**src/rtl/scsi_wr_unpack_fifo.sv**
```systemverilog
// Longword FIFO + holding register unpacked MSB-first into one peripheral write per _DREQ for the WD33C93A.
// _DACK falls on the 3rd edge after FIFO_WR is raised into an idle empty block; pushes while full are dropped.
module scsi_wr_unpack_fifo #(
  parameter int FIFO_DEPTH = 8,
  parameter int IOW_CYCLES = 2
) (
  input  logic                        i_sclk,
  input  logic                        i_rst_n,
  input  logic                        i_fifo_wr,
  input  logic [31:0]                 i_fifo_wdata,
  output logic                        o_fifo_full,
  output logic                        o_fifo_empty,
  output logic [$clog2(FIFO_DEPTH):0] o_fifo_count,
  input  logic                        i_flush,
  output logic                        o_flushed,
  input  logic                        i_dreq_n,
  output logic                        o_dack_n,
  output logic                        o_iow_n,
  output logic [7:0]                  o_pd_out,
  output logic                        o_pdata_oe_n
);

  localparam int AW = $clog2(FIFO_DEPTH);
  localparam int CW = (IOW_CYCLES > 1) ? $clog2(IOW_CYCLES) : 1;
  localparam logic [AW:0]   FULL_CNT = FIFO_DEPTH[AW:0];
  localparam logic [CW-1:0] IOW_LOAD = CW'(IOW_CYCLES - 1);

  typedef enum logic [2:0] {
    S_IDLE,
    S_SETUP,
    S_STROBE,
    S_HOLD,
    S_RECOVER
  } state_t;

  logic [31:0]   r_mem [FIFO_DEPTH];
  logic [AW-1:0] r_wptr;
  logic [AW-1:0] r_rptr;
  logic [AW:0]   r_count;

  logic [31:0]   r_hr;
  logic          r_hr_vld;
  logic [1:0]    r_byte_idx;

  state_t        r_state;
  logic [CW-1:0] r_iow_cnt;
  logic          r_dreq_seen_hi;
  logic          r_flush_pend;
  logic          r_flushed;
  logic          r_dack_n;
  logic          r_iow_n;
  logic          r_pdata_oe_n;
  logic [7:0]    r_pd_out;

  logic          w_full;
  logic          w_empty;
  logic          w_clear;
  logic          w_push;
  logic          w_pop;
  logic [7:0]    w_cur_byte;

  assign w_full     = (r_count == FULL_CNT);
  assign w_empty    = (r_count == '0);
  // Flush only takes effect between bytes; a flush seen mid-byte waits in r_flush_pend.
  assign w_clear    = ((r_state == S_IDLE) || (r_state == S_RECOVER)) && (i_flush || r_flush_pend);
  assign w_push     = i_fifo_wr && !w_full && !w_clear;
  assign w_pop      = !r_hr_vld && !w_empty && !w_clear;
  assign w_cur_byte = r_hr[{r_byte_idx, 3'b000} +: 8];

  always_ff @(posedge i_sclk) begin
    if (w_push) begin
      r_mem[r_wptr] <= i_fifo_wdata;
    end
  end

  always_ff @(posedge i_sclk) begin
    if (!i_rst_n || w_clear) begin
      r_wptr  <= '0;
      r_rptr  <= '0;
      r_count <= '0;
    end else begin
      if (w_push) begin
        r_wptr <= r_wptr + AW'(1);
      end
      if (w_pop) begin
        r_rptr <= r_rptr + AW'(1);
      end
      case ({w_push, w_pop})
        2'b10:   r_count <= r_count + (AW+1)'(1);
        2'b01:   r_count <= r_count - (AW+1)'(1);
        default: r_count <= r_count;
      endcase
    end
  end

  // HOLD is the only state that retires a byte, so the index moves exactly once per strobe.
  always_ff @(posedge i_sclk) begin
    if (!i_rst_n) begin
      r_hr       <= '0;
      r_hr_vld   <= 1'b0;
      r_byte_idx <= 2'd3;
    end else if (w_clear) begin
      r_hr_vld   <= 1'b0;
      r_byte_idx <= 2'd3;
    end else if (w_pop) begin
      r_hr       <= r_mem[r_rptr];
      r_hr_vld   <= 1'b1;
      r_byte_idx <= 2'd3;
    end else if (r_state == S_HOLD) begin
      if (r_byte_idx == 2'd0) begin
        r_hr_vld <= 1'b0;
      end else begin
        r_byte_idx <= r_byte_idx - 2'd1;
      end
    end
  end

  always_ff @(posedge i_sclk) begin
    if (!i_rst_n) begin
      r_state        <= S_IDLE;
      r_iow_cnt      <= '0;
      r_dreq_seen_hi <= 1'b0;
      r_flush_pend   <= 1'b0;
      r_flushed      <= 1'b0;
      r_dack_n       <= 1'b1;
      r_iow_n        <= 1'b1;
      r_pdata_oe_n   <= 1'b1;
      r_pd_out       <= 8'h00;
    end else begin
      r_flushed <= w_clear;
      if (w_clear) begin
        r_flush_pend <= 1'b0;
      end else if (i_flush) begin
        r_flush_pend <= 1'b1;
      end

      case (r_state)
        S_IDLE: begin
          if (!w_clear && !i_dreq_n && r_hr_vld) begin
            r_state      <= S_SETUP;
            r_dack_n     <= 1'b0;
            r_pdata_oe_n <= 1'b0;
            r_pd_out     <= w_cur_byte;
          end
        end
        S_SETUP: begin
          r_state        <= S_STROBE;
          r_iow_n        <= 1'b0;
          r_iow_cnt      <= IOW_LOAD;
          r_dreq_seen_hi <= 1'b0;
        end
        S_STROBE: begin
          r_dreq_seen_hi <= r_dreq_seen_hi | i_dreq_n;
          if (r_iow_cnt == '0) begin
            r_state <= S_HOLD;
            r_iow_n <= 1'b1;
          end else begin
            r_iow_cnt <= r_iow_cnt - CW'(1);
          end
        end
        S_HOLD: begin
          r_dreq_seen_hi <= r_dreq_seen_hi | i_dreq_n;
          r_state        <= S_RECOVER;
          r_dack_n       <= 1'b1;
          r_pdata_oe_n   <= 1'b1;
        end
        S_RECOVER: begin
          // A request that never went high since the strobe is the one just served.
          if (w_clear || r_dreq_seen_hi || i_dreq_n) begin
            r_state <= S_IDLE;
          end
        end
        default: begin
          r_state      <= S_IDLE;
          r_dack_n     <= 1'b1;
          r_iow_n      <= 1'b1;
          r_pdata_oe_n <= 1'b1;
        end
      endcase
    end
  end

  assign o_fifo_full  = w_full;
  assign o_fifo_empty = w_empty;
  assign o_fifo_count = r_count;
  assign o_flushed    = r_flushed;
  assign o_dack_n     = r_dack_n;
  assign o_iow_n      = r_iow_n;
  assign o_pd_out     = r_pd_out;
  assign o_pdata_oe_n = r_pdata_oe_n;

endmodule

```
**config.mk**
```make
export PLATFORM = sky130hd
export DESIGN_NAME = scsi_wr_unpack_fifo
export DESIGN_NICKNAME = d
export VERILOG_FILES = /design/src/rtl/scsi_wr_unpack_fifo.sv
export SDC_FILE = /design/constraint.sdc
export NUM_CORES = 1
export LEC_CHECK = 0
export CAP_MARGIN = 15
export CORE_UTILIZATION = 43
export CTS_CLUSTER_DIAMETER = 50
export DETAILED_ROUTE_END_ITERATION = 8
export GPL_ROUTABILITY_DRIVEN = 0
export SYNTH_ARGS = -nofsm -noshare
export SYNTH_HDL_FRONTEND = slang
export SYNTH_SLANG_ARGS = --single-unit
```
**constraint.sdc**
```tcl
create_clock -name i_sclk -period 4.65 [get_ports i_sclk]
set_input_delay 0.465 -clock i_sclk [delete_from_list [all_inputs] [get_ports i_sclk]]
set_output_delay 0.465 -clock i_sclk [all_outputs]
set_load 0.01 [all_outputs]
```
==> summary.md, run 1 <==
| Metric | Value |
|---|---|
| Status | finished clean |
| NetSw | 1190 µW |
| Asr flop ratio synth | 0% |
| Initial DRC count | 400 |
| CTS max path bufs | 3 |
| RR Endpoint | r_mem[3][29] |
| Layout cell share with drive strength beyond 1 | 20.7% |
| Dominant synthesized flop cell | edfxtp_1 |
| CTS sink count | 318 |
| Worst reg-to-reg setup slack | 1.95 ns |
| Total Routing Usage GR | 18.0% |
| Chip height | 171 µm |
| Min-Delay Path Class | flop to flop |
| Fmax | 0.364 GHz |
| P_leak | 0.00458 µW |
| DP Wirelength | 15100 µm |
| Pre-CTS setup slack | 1.42 ns |
| Register bit total from synthesis | 318 |
| Clock power frac | 46.0% |
| Period utilisation layout | 59.0% |
| Rows | 61 |
| Max-slew violations | 0 |
| Yosys warnings | 0 |
| CTS tree | built |
| Post-CTS setup buffer count | 0 |
| Area Overhead vs Synth | 17.4% |
| Crit path launch type | input port |
| Vias/cell | 5.48 |
| FF-to-FF path depth | 4 |
| WP data required | 4.84 ns |
| Synth unique cells | 46 |
| RR Startpoint | o_fifo_count[0] |
| Post-Route Skew | 0.0106 ns |
| Xor and xnor fraction of the mapped netlist area | 0.430% |
| Slew HR | 25.4% |
| Largest family of logic cells by synthesized area | multiplexers |
| RSZ-0062 raised after global routing | false |
| # fillers | 2269 |
| TritonRoute pass-1 iters | 5 |
| Setup ws final | 1.91 ns |
| Post-synthesis cell count | 689 |
| Commonest non-fill, non-tap cells in the layout | 256 x edfxtp_1, 72 x nand2_1, 72 x mux4_2 |
| Core ar. | 0.0279 mm² |
| Commonest non-fill, non-tap cell in the layout | edfxtp_1 |
| Sequential element share of the synthesized area | 73.1% |
| Syn Nets | 733 |
| Initial antenna violation count | 0 |
| Kind of critical path | input port to flop |
| Final setup fails | 0 |
| P per Cell Area | 427 mW/mm² |
| Worst EP arrival | 2.93 ns |
| Adder-Cell Fraction of Synth Area | 0.860% |
| Critical Path Fanout Max | 21 |
| Initial Util | 43.9% |
| Mux share of post-synthesis cell area | 13.9% |
| Tmin final | 2.74 ns |
| Area fraction in compound gates after synthesis | 4.60% |
| Die area | 0.0291 mm² |
| Slew of the pin with the lowest slew margin | 1.12 ns |
| Combinational power share | 3.0% |
| CTS Buf Count | 35 |
| Fin util | 51.5% |
| P_int | 4930 µW |
| Final hold vios | 0 |
| Antenna diodes | 0 |
| Post-Synth Simple-Gate Area | 4.59% |
| Worst setup path endpoint | r_mem[3][29] |
| First-pass GRT wire length | 39000 µm |
| DR WL/cell | 21.6 µm |
| Max Cap Viol | 0 |
| Root buffer cell | clkbuf_16 |
| Total grt overflow | 0 |
| Crit path launch | i_flush |
| Hold WS | 0.492 ns |
| Post-route ant nets | 0 |
| DRC violations left | 0 |
| Switching Share | 19.4% |
| Pin count of the biggest net entering global routing | 67 |
| Post-synth EDFFs | 256 |
| IO Port Bufs | 54 |
| Total number of vias | 6338 |
| Avg Inst Size Synth | 17.7 µm² |
| Nets@finish | 797 |
| Peak supply drop | 0.000258 V |
| Die W | 171 µm |
| Worst setup EP type | flop |
| CTS hold repair buffers | 0 |
| I/O pins | 55 |
| Total Neg Setup Slack | 0 ns |
| Seq pwr share | 51.0% |
| Post-CTS Resized | 0 |
| Worst-skew pair later-pin latency | 0.50 ns |
| H-tree depth | 2 |
| Final wirelength | 25000 µm |
| Clk slew on worst S/H paths | 0.06 ns |
| Vias in the first global route | 6566 |
| Mapped cell area | 0.0122 mm² |
==> through the flow <==
| stage | area (µm²) | power [µW] | cells |
|---|---|---|---|
| 2_1_floorplan | 12200 | 3270 | 689 |
| 3_3_place_gp | 13100 | 3360 | 1093 |
| 3_5_place_dp | 13100 | 3370 | 1093 |
| 4_1_cts | 14300 | 6180 | 1156 |
| 5_1_grt | 14400 | 6300 | 1157 |
| 6_report | 14400 | 6120 | 1157 |
==> flip-flops by register name, summed over array words and instances, names as in the netlist <==
name / flops
o_pd_out: 8
r_iow_cnt: 1
r_byte_idx: 2
r_mem: 256
r_state: 3
o_flushed: 1
r_hr: 32
r_hr_vld: 1
o_fifo_count: 4
r_rptr: 3
o_iow_n: 1
o_pdata_oe_n: 1
r_dreq_seen_hi: 1
r_flush_pend: 1
r_wptr: 3
==> worst min-delay path by stage <==
stage	startpoint	to	slack (ns)	cells after the start
global route	o_pd_out[3]	o_pd_out[3]	0.52	2
CTS	r_wptr[0]	r_wptr[0]	0.49	2
floorplan	r_wptr[0]	r_wptr[0]	0.46	2
global placement	r_dreq_seen_hi	r_dreq_seen_hi	0.48	2
finish	r_wptr[0]	r_wptr[0]	0.49	2
detailed placement	r_wptr[0]	r_wptr[0]	0.48	2
==> logic make-up (layout without fill, tap and decap cells) <==
group / count (synthesis) / in the layout
buffers and inverters: 54 / 144
adder cells (fa/ha/maj): 8 / 8
flip-flops: 318 / 318
multiplexers: 80 / 80
AND/OR/NAND/NOR: 127 / 127
XOR/XNOR: 6 / 6
AO/OA/AOI/OAI: 96 / 96
==> layer usage <==
metal	part of all wire [%]	global-route usage, %
met1	44	24.6
met2	49	29.5
met3	4.6	3.05
met4	2.1	5.60
met5	0	0
==> Yosys cell counts, types with 2 or more instances <==
library cell  count  area share, %
edfxtp_1        256             63
mux4_2           72             13
nand2_1          72            2.2
dfxtp_1          62             10
o21ai_0          41            1.7
a31oi_1          32            1.6
nor2_1           31           0.95
clkbuf_1         17           0.52
a21oi_1          13           0.53
inv_1            12           0.37
buf_6            11            1.0
buf_2            10           0.41
mux2i_1           8           0.66
ha_1              6           0.61
nand3_1           4           0.16
buf_4             3           0.18
nand2b_1          3           0.15
nor3_1            3           0.12
xnor2_1           3           0.22
xor2_1            3           0.22
or2_2             2           0.10
==> worst max-delay path, cell delays in order <==
cell             delay, ns
clkdlybuf4s50_1       0.43
or2_2                 0.32
nand2_1               0.13
nand4_1               0.39
nor2_4                0.76
buf_4                 0.38
==> area by class of cell <==
cell class / instances / area [µm²] / area share (%)
clock inverters: 14 / 181 / 1.26
clock buffers: 49 / 1010 / 7.05
repair buffers: 68 / 666 / 4.64
well taps: 378 / 473 / 3.30
inverters: 13 / 48.8 / 0.340
multi-input cells: 317 / 3040 / 21.2
flip-flops and latches: 318 / 8930 / 62.3
==> power groups by stage <==
stage	Combinational (µW)	Clock, µW	Sequential (µW)
4_1_cts	187	2870	3120
3_5_place_dp	187	0	3180
5_1_grt	201	2980	3130
2_1_floorplan	97.9	0	3170
6_report	184	2820	3120
3_3_place_gp	180	0	3180
(Power assumes the default switching activity.)
==> run 2, diff against run 1 <==
==> constraint.sdc (replaced) <==
create_clock -name i_sclk -period 2.9 [get_ports i_sclk]
set_input_delay 0.29 -clock i_sclk [delete_from_list [all_inputs] [get_ports i_sclk]]
set_output_delay 0.29 -clock i_sclk [all_outputs]
set_load 0.01 [all_outputs]
==> run 2 against run 1 <==
- first-iteration DRC count increased by 6.5%
- combinational power increased by 61%
- global-route usage increased by 0.90 points
- sequential cell count unchanged
- die area unchanged
- critical path depth increased by 2
- final area increased by 0.85%
- via count decreased by 0.27%
- worst setup slack got worse by 1.7 ns
- core utilization increased by 0.44 points
- largest cell class unchanged
==> summary.md, run 2 (synthesized netlist as in run 1, its figures left out) <==
| Metric | Value |
|---|---|
| H-tree depth | 2 (unchanged) |
| Initial Util | 43.9% (unchanged) |
| GRT Max-Usage Layer | met2 (unchanged) |
| DR WL/cell | 22.3 µm (was 21.6 µm) |
| P_leak | 0.00460 µW (was 0.00458 µW) |
| Core ar. | 0.0279 mm² (unchanged) |
| Slowest stage delay, CP | 0.66 ns (was 0.76 ns) |
| First-pass GRT wire length | 40300 µm (was 39000 µm) |
| Max Cap Viol | 0 (unchanged) |
| RSZ-0062 raised after global routing | false (unchanged) |
| Register area | 0.00893 mm² (unchanged) |
| CP delay by family, top | simple AND/OR/NAND/NOR gates (unchanged) |
| Post-CTS setup buffer count | 0 (unchanged) |
| Post-Route Skew | 0.0184 ns (was 0.0106 ns) |
| Final instance area | 0.0145 mm² (was 0.0144 mm²) |
| Placed Cells | 1101 (was 1093) |
| Multi-input combinational cell area | 0.00305 mm² (was 0.00304 mm²) |
| Kind of critical path | flop to flop (was input port to flop) |
| Worst EP arrival | 3.11 ns (was 2.93 ns) |
| Critical path cell sequence | or4b_1, o211ai_2, ha_1, ha_1, a21oi_1, nand4b_1, a21o_1, a21oi_1 (was clkdlybuf4s50_1, or2_2, nand2_1, nand4_1, nor2_4, buf_4) |
| Min-Delay Path Class | flop to flop (unchanged) |
| Cell Area, Placed | 0.0133 mm² (was 0.0131 mm²) |
| Critical Path Fanout Max | 6 (was 21) |
| Initial DRC count | 426 (was 400) |
| Period utilisation layout | 92.5% |
| Final wirelength | 25900 µm (was 25000 µm) |
| Nets@finish | 803 (was 797) |
| Die W | 171 µm (unchanged) |
| Initial antenna violation count | 0 (unchanged) |
| Final non-filler cell total | 1163 (was 1157) |
| Root buffer cell | clkbuf_16 (unchanged) |
| GR Layer Usage met1 | 25.3% (was 24.6%) |
| Post-CTS Resized | 0 (unchanged) |
| DRC violations left | 0 (unchanged) |
| Met2 GRT Util | 31.7% (was 29.5%) |
| CTS max path bufs | 3 (unchanged) |
| TritonRoute pass-1 iters | 4 (was 5) |
| Slew HR | 49.2% (was 25.4%) |
| CTS sink count | 318 (unchanged) |
| Commonest non-fill, non-tap cells in the layout | 256 x edfxtp_1, 72 x nand2_1, 72 x mux4_2 (unchanged) |
| I/O pins | 55 (unchanged) |
| Met3 Resource Use GR | 3.31% (was 3.05%) |
| Sum of buffers and inverters on the critical path | 0 (was 2) |
| WP data required | 3.33 ns (was 4.84 ns) |
| Layout cell share with drive strength beyond 1 | 21.8% (was 20.7%) |
| IO Port Bufs | 54 (unchanged) |
| Fmax | 0.373 GHz |
| Max-slew violations | 0 (unchanged) |
| Clk slew on worst S/H paths | 0.06 ns (about the same) |
| Hold depth | 2 (unchanged) |
| Fin util | 52.0% (was 51.5%) |
| Vias in the first global route | 6808 (was 6566) |
| Hold path start | o_pd_out[7] (was r_wptr[0]) |
| Commonest non-fill, non-tap cell in the layout | edfxtp_1 (unchanged) |
| DP Wirelength | 14400 µm (was 15100 µm) |
| RR Endpoint | o_fifo_count[3] (was r_mem[3][29]) |
| Total Routing Usage GR | 18.9% (was 18.0%) |
| Tmin final | 2.68 ns |
| CTS Buf Count | 34 (was 35) |
| Hold WS | 0.494 ns (was 0.492 ns) |
| Slew of the pin with the lowest slew margin | 0.760 ns (was 1.12 ns) |
| Rows | 61 (unchanged) |
| Worst reg-to-reg setup slack | 0.22 ns (was 1.95 ns) |
| Pin count of the biggest net entering global routing | 67 (unchanged) |
| Chip height | 171 µm (unchanged) |
| # fillers | 2206 (was 2269) |
| Status | finished clean (unchanged) |
| Crit path launch type | flop (was input port) |
| Worst-skew pair later-pin latency | 0.52 ns (was 0.50 ns) |
| Peak supply drop | 0.000306 V (was 0.000258 V) |
| Total number of vias | 6321 (was 6338) |
| FF-to-FF path depth | 8 (was 4) |
| Final hold vios | 0 (unchanged) |
| Area Overhead vs Synth | 18.4% (was 17.4%) |
| Hold worst-path end | o_pd_out[7] (was r_wptr[0]) |
| Vias/cell | 5.44 (was 5.48) |
| Antenna diodes | 0 (unchanged) |
| Die area | 0.0291 mm² (unchanged) |
| Worst path slowest cell | or4b_1 (was nor2_4) |
| Total grt overflow | 0 (unchanged) |
| Register bank with the most flops | r_mem (unchanged) |
| CTS tree | built (unchanged) |
| Max reg flops | 256 (unchanged) |
| Post-route ant nets | 0 (unchanged) |
| Worst setup EP type | flop (unchanged) |
| CTS hold repair buffers | 0 (unchanged) |
| Final setup fails | 0 (unchanged) |
| P per Cell Area | 667 mW/mm² (was 427 mW/mm²) |
| RR Startpoint | o_fifo_count[0] (unchanged) |
run 2: how the worst max path moves through the flow:
stage                    start         endpoint  depth (start not counted)
3_5_place_dp           i_flush  o_fifo_count[3]                         11
3_3_place_gp           i_flush  o_fifo_count[2]                         12
2_1_floorplan  o_fifo_count[0]      r_mem[2][0]                          5
4_1_cts        o_fifo_count[0]  o_fifo_count[3]                          8
6_report       o_fifo_count[0]  o_fifo_count[3]                          8
5_1_grt        o_fifo_count[0]  o_fifo_count[3]                          8
run 2: worst register-to-register path, cell delays in order, from the launching register on:
cell	delay, ns
dfxtp_1	0.39
or4b_1	0.67
o211ai_2	0.15
ha_1	0.28
ha_1	0.30
a21oi_1	0.27
nand4b_1	0.21
a21o_1	0.22
a21oi_1	0.14
run 2: power breakdown:
| group | internal, µW | leakage (µW) | switching, µW |
|---|---|---|---|
| logic | 139 | 0.00123 | 157 |
| registers | 4980 | 0.00281 | 30.1 |
| clock network | 2590 | 0.000559 | 1770 |
run 2: cell type report:
type	count	area share [%]
Timing Repair Buffer	75	5.60
Sequential cell	318	61.7
Multi-Input combinational cell	317	21.1
Clock inverter	21	1.58
Tap cell	378	3.27
Inverter	13	0.337
Clock buffer	41	6.41
run 2: layer usage:
layer | routed length [µm] | vias to the layer above | part of all wire [%]
met5 | 0 | - | 0
li1 | - | 2853 | -
met2 | 13000 | 144 | 50
met3 | 1050 | 37 | 4.1
met4 | 431 | 0 | 1.7
met1 | 11400 | 3287 | 44
run 2: stage by stage:
stage | power [µW] | TNS, ns | setup slack, ns
after floorplan | 5250 | -10.36 | -0.113
after global placement | 5390 | 0 | 0.417
after detailed placement | 5400 | 0 | 0.274
after CTS | 9760 | 0 | 0.298
after global routing | 9960 | 0 | 0.0486
final | 9660 | 0 | 0.218
==> run 3, diff against run 2 <==
==> constraint.sdc (replaced) <==
create_clock -name i_sclk -period 2.9 [get_ports i_sclk]
set_input_delay 0.29 -clock i_sclk [delete_from_list [all_inputs] [get_ports i_sclk]]
set_output_delay 0.29 -clock i_sclk [all_outputs]
set_load 0.1 [all_outputs]
==> run 3 against run 2 <==
- final area hardly changed
- sequential power about the same
- global-route usage down 0.76 points
- final cell count is 0.26% higher
- die area is the same
- power grew 1.1%
- maximum frequency rose by 7.9%
- wire length decreased by 3.0%
- critical path type unchanged
- largest cell class unchanged
==> summary.md, run 3 (synthesized netlist as in run 1, its figures left out) <==
| Metric | Value |
|---|---|
| Max-slew violations | 0 (unchanged) |
| DR WL/cell | 21.5 µm (was 22.3 µm) |
| Die W | 171 µm (unchanged) |
| Multi-input combinational cell area | 0.00308 mm² (was 0.00305 mm²) |
| # fillers | 2236 (was 2206) |
| CTS max path bufs | 3 (unchanged) |
| Worst EP arrival | 2.91 ns (was 3.11 ns) |
| Slew of the pin with the lowest slew margin | 0.750 ns (was 0.760 ns) |
| Fmax | 0.402 GHz (was 0.373 GHz) |
| Post-CTS Resized | 0 (unchanged) |
| Chip height | 171 µm (unchanged) |
| P per Cell Area | 674 mW/mm² (was 667 mW/mm²) |
| Post-Route Skew | 0.0121 ns (was 0.0184 ns) |
| Total Neg Setup Slack | 0 ns (unchanged) |
| Slowest stage delay, CP | 0.68 ns (was 0.66 ns) |
| Layout cell share with drive strength beyond 1 | 24.2% (was 21.8%) |
| Status | finished clean (unchanged) |
| Vias in the first global route | 6768 (was 6808) |
| Peak supply drop | 0.000470 V (was 0.000306 V) |
| Rows | 61 (unchanged) |
| H-tree depth | 2 (unchanged) |
| Initial Util | 43.9% (unchanged) |
| CTS hold repair buffers | 0 (unchanged) |
| Hold path start | r_wptr[0] (was o_pd_out[7]) |
| Critical Path Fanout Max | 6 (unchanged) |
| FF-to-FF path depth | 8 (unchanged) |
| Worst-skew pair later-pin latency | 0.51 ns (was 0.52 ns) |
| Final wirelength | 25100 µm (was 25900 µm) |
| IO Port Bufs | 54 (unchanged) |
| Sum of buffers and inverters on the critical path | 0 (unchanged) |
| Slew HR | 49.9% (was 49.2%) |
| Min-Delay Path Class | flop to flop (unchanged) |
| Vias/cell | 5.47 (was 5.44) |
| Core ar. | 0.0279 mm² (unchanged) |
| RR Endpoint | o_fifo_count[3] (unchanged) |
| Antenna diodes | 0 (unchanged) |
| Total Routing Usage GR | 18.1% (was 18.9%) |
| Total grt overflow | 0 (unchanged) |
| Setup ws final | 0.415 ns (was 0.218 ns) |
| RSZ-0062 raised after global routing | false (unchanged) |
| P_leak | 0.00464 µW (was 0.00460 µW) |
| Worst setup EP type | flop (unchanged) |
| I/O pins | 55 (unchanged) |
| WP data required | 3.33 ns (about the same) |
| Clk slew on worst S/H paths | 0.06 ns (about the same) |
| Critical path cell sequence | or4b_1, o211ai_2, ha_4, ha_4, a21oi_1, nand4b_1, a21o_1, a21oi_1 (was or4b_1, o211ai_2, ha_1, ha_1, a21oi_1, nand4b_1, a21o_1, a21oi_1) |
| Pre-CTS setup slack | 0.374 ns (was 0.274 ns) |
| CP delay by family, top | simple AND/OR/NAND/NOR gates (unchanged) |
| Kind of critical path | flop to flop (unchanged) |
| RR Startpoint | o_fifo_count[0] (unchanged) |
| Tmin final | 2.49 ns (was 2.68 ns) |
| CTS tree | built (unchanged) |
| Final setup fails | 0 (unchanged) |
| Total number of vias | 6377 (was 6321) |
| Worst reg-to-reg setup slack | 0.41 ns (was 0.22 ns) |
| CTS sink count | 318 (unchanged) |
| Hold depth | 2 (unchanged) |
| Register bank with the most flops | r_mem (unchanged) |
| Crit path launch type | flop (unchanged) |
| Area Overhead vs Synth | 18.5% (was 18.4%) |
| Die area | 0.0291 mm² (unchanged) |
| DP Wirelength | 14400 µm (about the same) |
| Initial DRC count | 415 (was 426) |
| Post-CTS setup buffer count | 0 (unchanged) |
| Worst path slowest cell | or4b_1 (unchanged) |
| First-pass GRT wire length | 39200 µm (was 40300 µm) |
| TritonRoute pass-1 iters | 5 (was 4) |
| Hold worst-path end | r_wptr[0] (was o_pd_out[7]) |
| Register area | 0.00895 mm² (was 0.00893 mm²) |
| DRC violations left | 0 (unchanged) |
| Max reg flops | 256 (unchanged) |
| Post-route ant nets | 0 (unchanged) |
| Commonest non-fill, non-tap cell in the layout | edfxtp_1 (unchanged) |
| Pin count of the biggest net entering global routing | 67 (unchanged) |
| CTS Buf Count | 36 (was 34) |
| Root buffer cell | clkbuf_16 (unchanged) |
| Max Cap Viol | 0 (unchanged) |
| Initial antenna violation count | 0 (unchanged) |
| Final hold vios | 0 (unchanged) |
| Nets@finish | 804 (was 803) |
| Period utilisation layout | 85.7% (was 92.5%) |
| Commonest non-fill, non-tap cells in the layout | 256 x edfxtp_1, 72 x nand2_1, 72 x mux4_2 (unchanged) |
## run 3: worst max path at each step
stage                         start         endpoint  slack [ns]  cells past startpoint
floorplan           o_fifo_count[3]  o_fifo_count[3]       -0.52                     12
global placement            i_flush     r_mem[1][29]        0.45                      6
detailed placement          i_flush  o_fifo_count[3]        0.37                      9
CTS                 o_fifo_count[0]  o_fifo_count[3]        0.45                      8
global route        o_fifo_count[0]  o_fifo_count[3]        0.32                      8
finish              o_fifo_count[0]  o_fifo_count[3]        0.41                      8
## run 3: worst reg2reg max path: stages, from the launching register on
cell and delay (ns):
dfxtp_2 0.37, or4b_1 0.68, o211ai_2 0.18, ha_4 0.22, ha_4 0.22, a21oi_1 0.22, nand4b_1 0.17, a21o_1 0.21
a21oi_1 0.14
## run 3: routing by layer
layer  GRT usage (%)  vias up  routed length [µm]
met5               0        -                   0
met3            3.40       47                1460
met2            30.6      189               12600
li1                -     2852                   -
met1            23.9     3289               10500
met4            5.25        0                 521
## run 3: per-stage QoR
stage               power [µW]  instance area [µm²]  utilization [%]  hold slack (ns)  cells
finish                    9760                14500             52.0            0.500   1166
global route             10100                14500             52.0            0.527   1166
floorplan                 5270                12300                -            0.389    689
CTS                       9880                14500             52.0            0.481   1166
global placement          5410                13300             47.8            0.474   1100
detailed placement        5420                13300             47.8            0.493   1100
## run 3: report_power, final
group / total, µW / internal (µW) / switching [µW]
Clock: 4440 / 2690 / 1750
Combinational: 323 / 139 / 185
Sequential: 5000 / 4980 / 25.0
## run 3: area by class of cell
type	instances	area share, %
Tap cell	378	3.27
Inverter	13	0.337
Clock inverter	21	1.34
Sequential cell	318	61.8
Multi-Input combinational cell	317	21.3
Clock buffer	45	6.81
Timing Repair Buffer	74	5.23
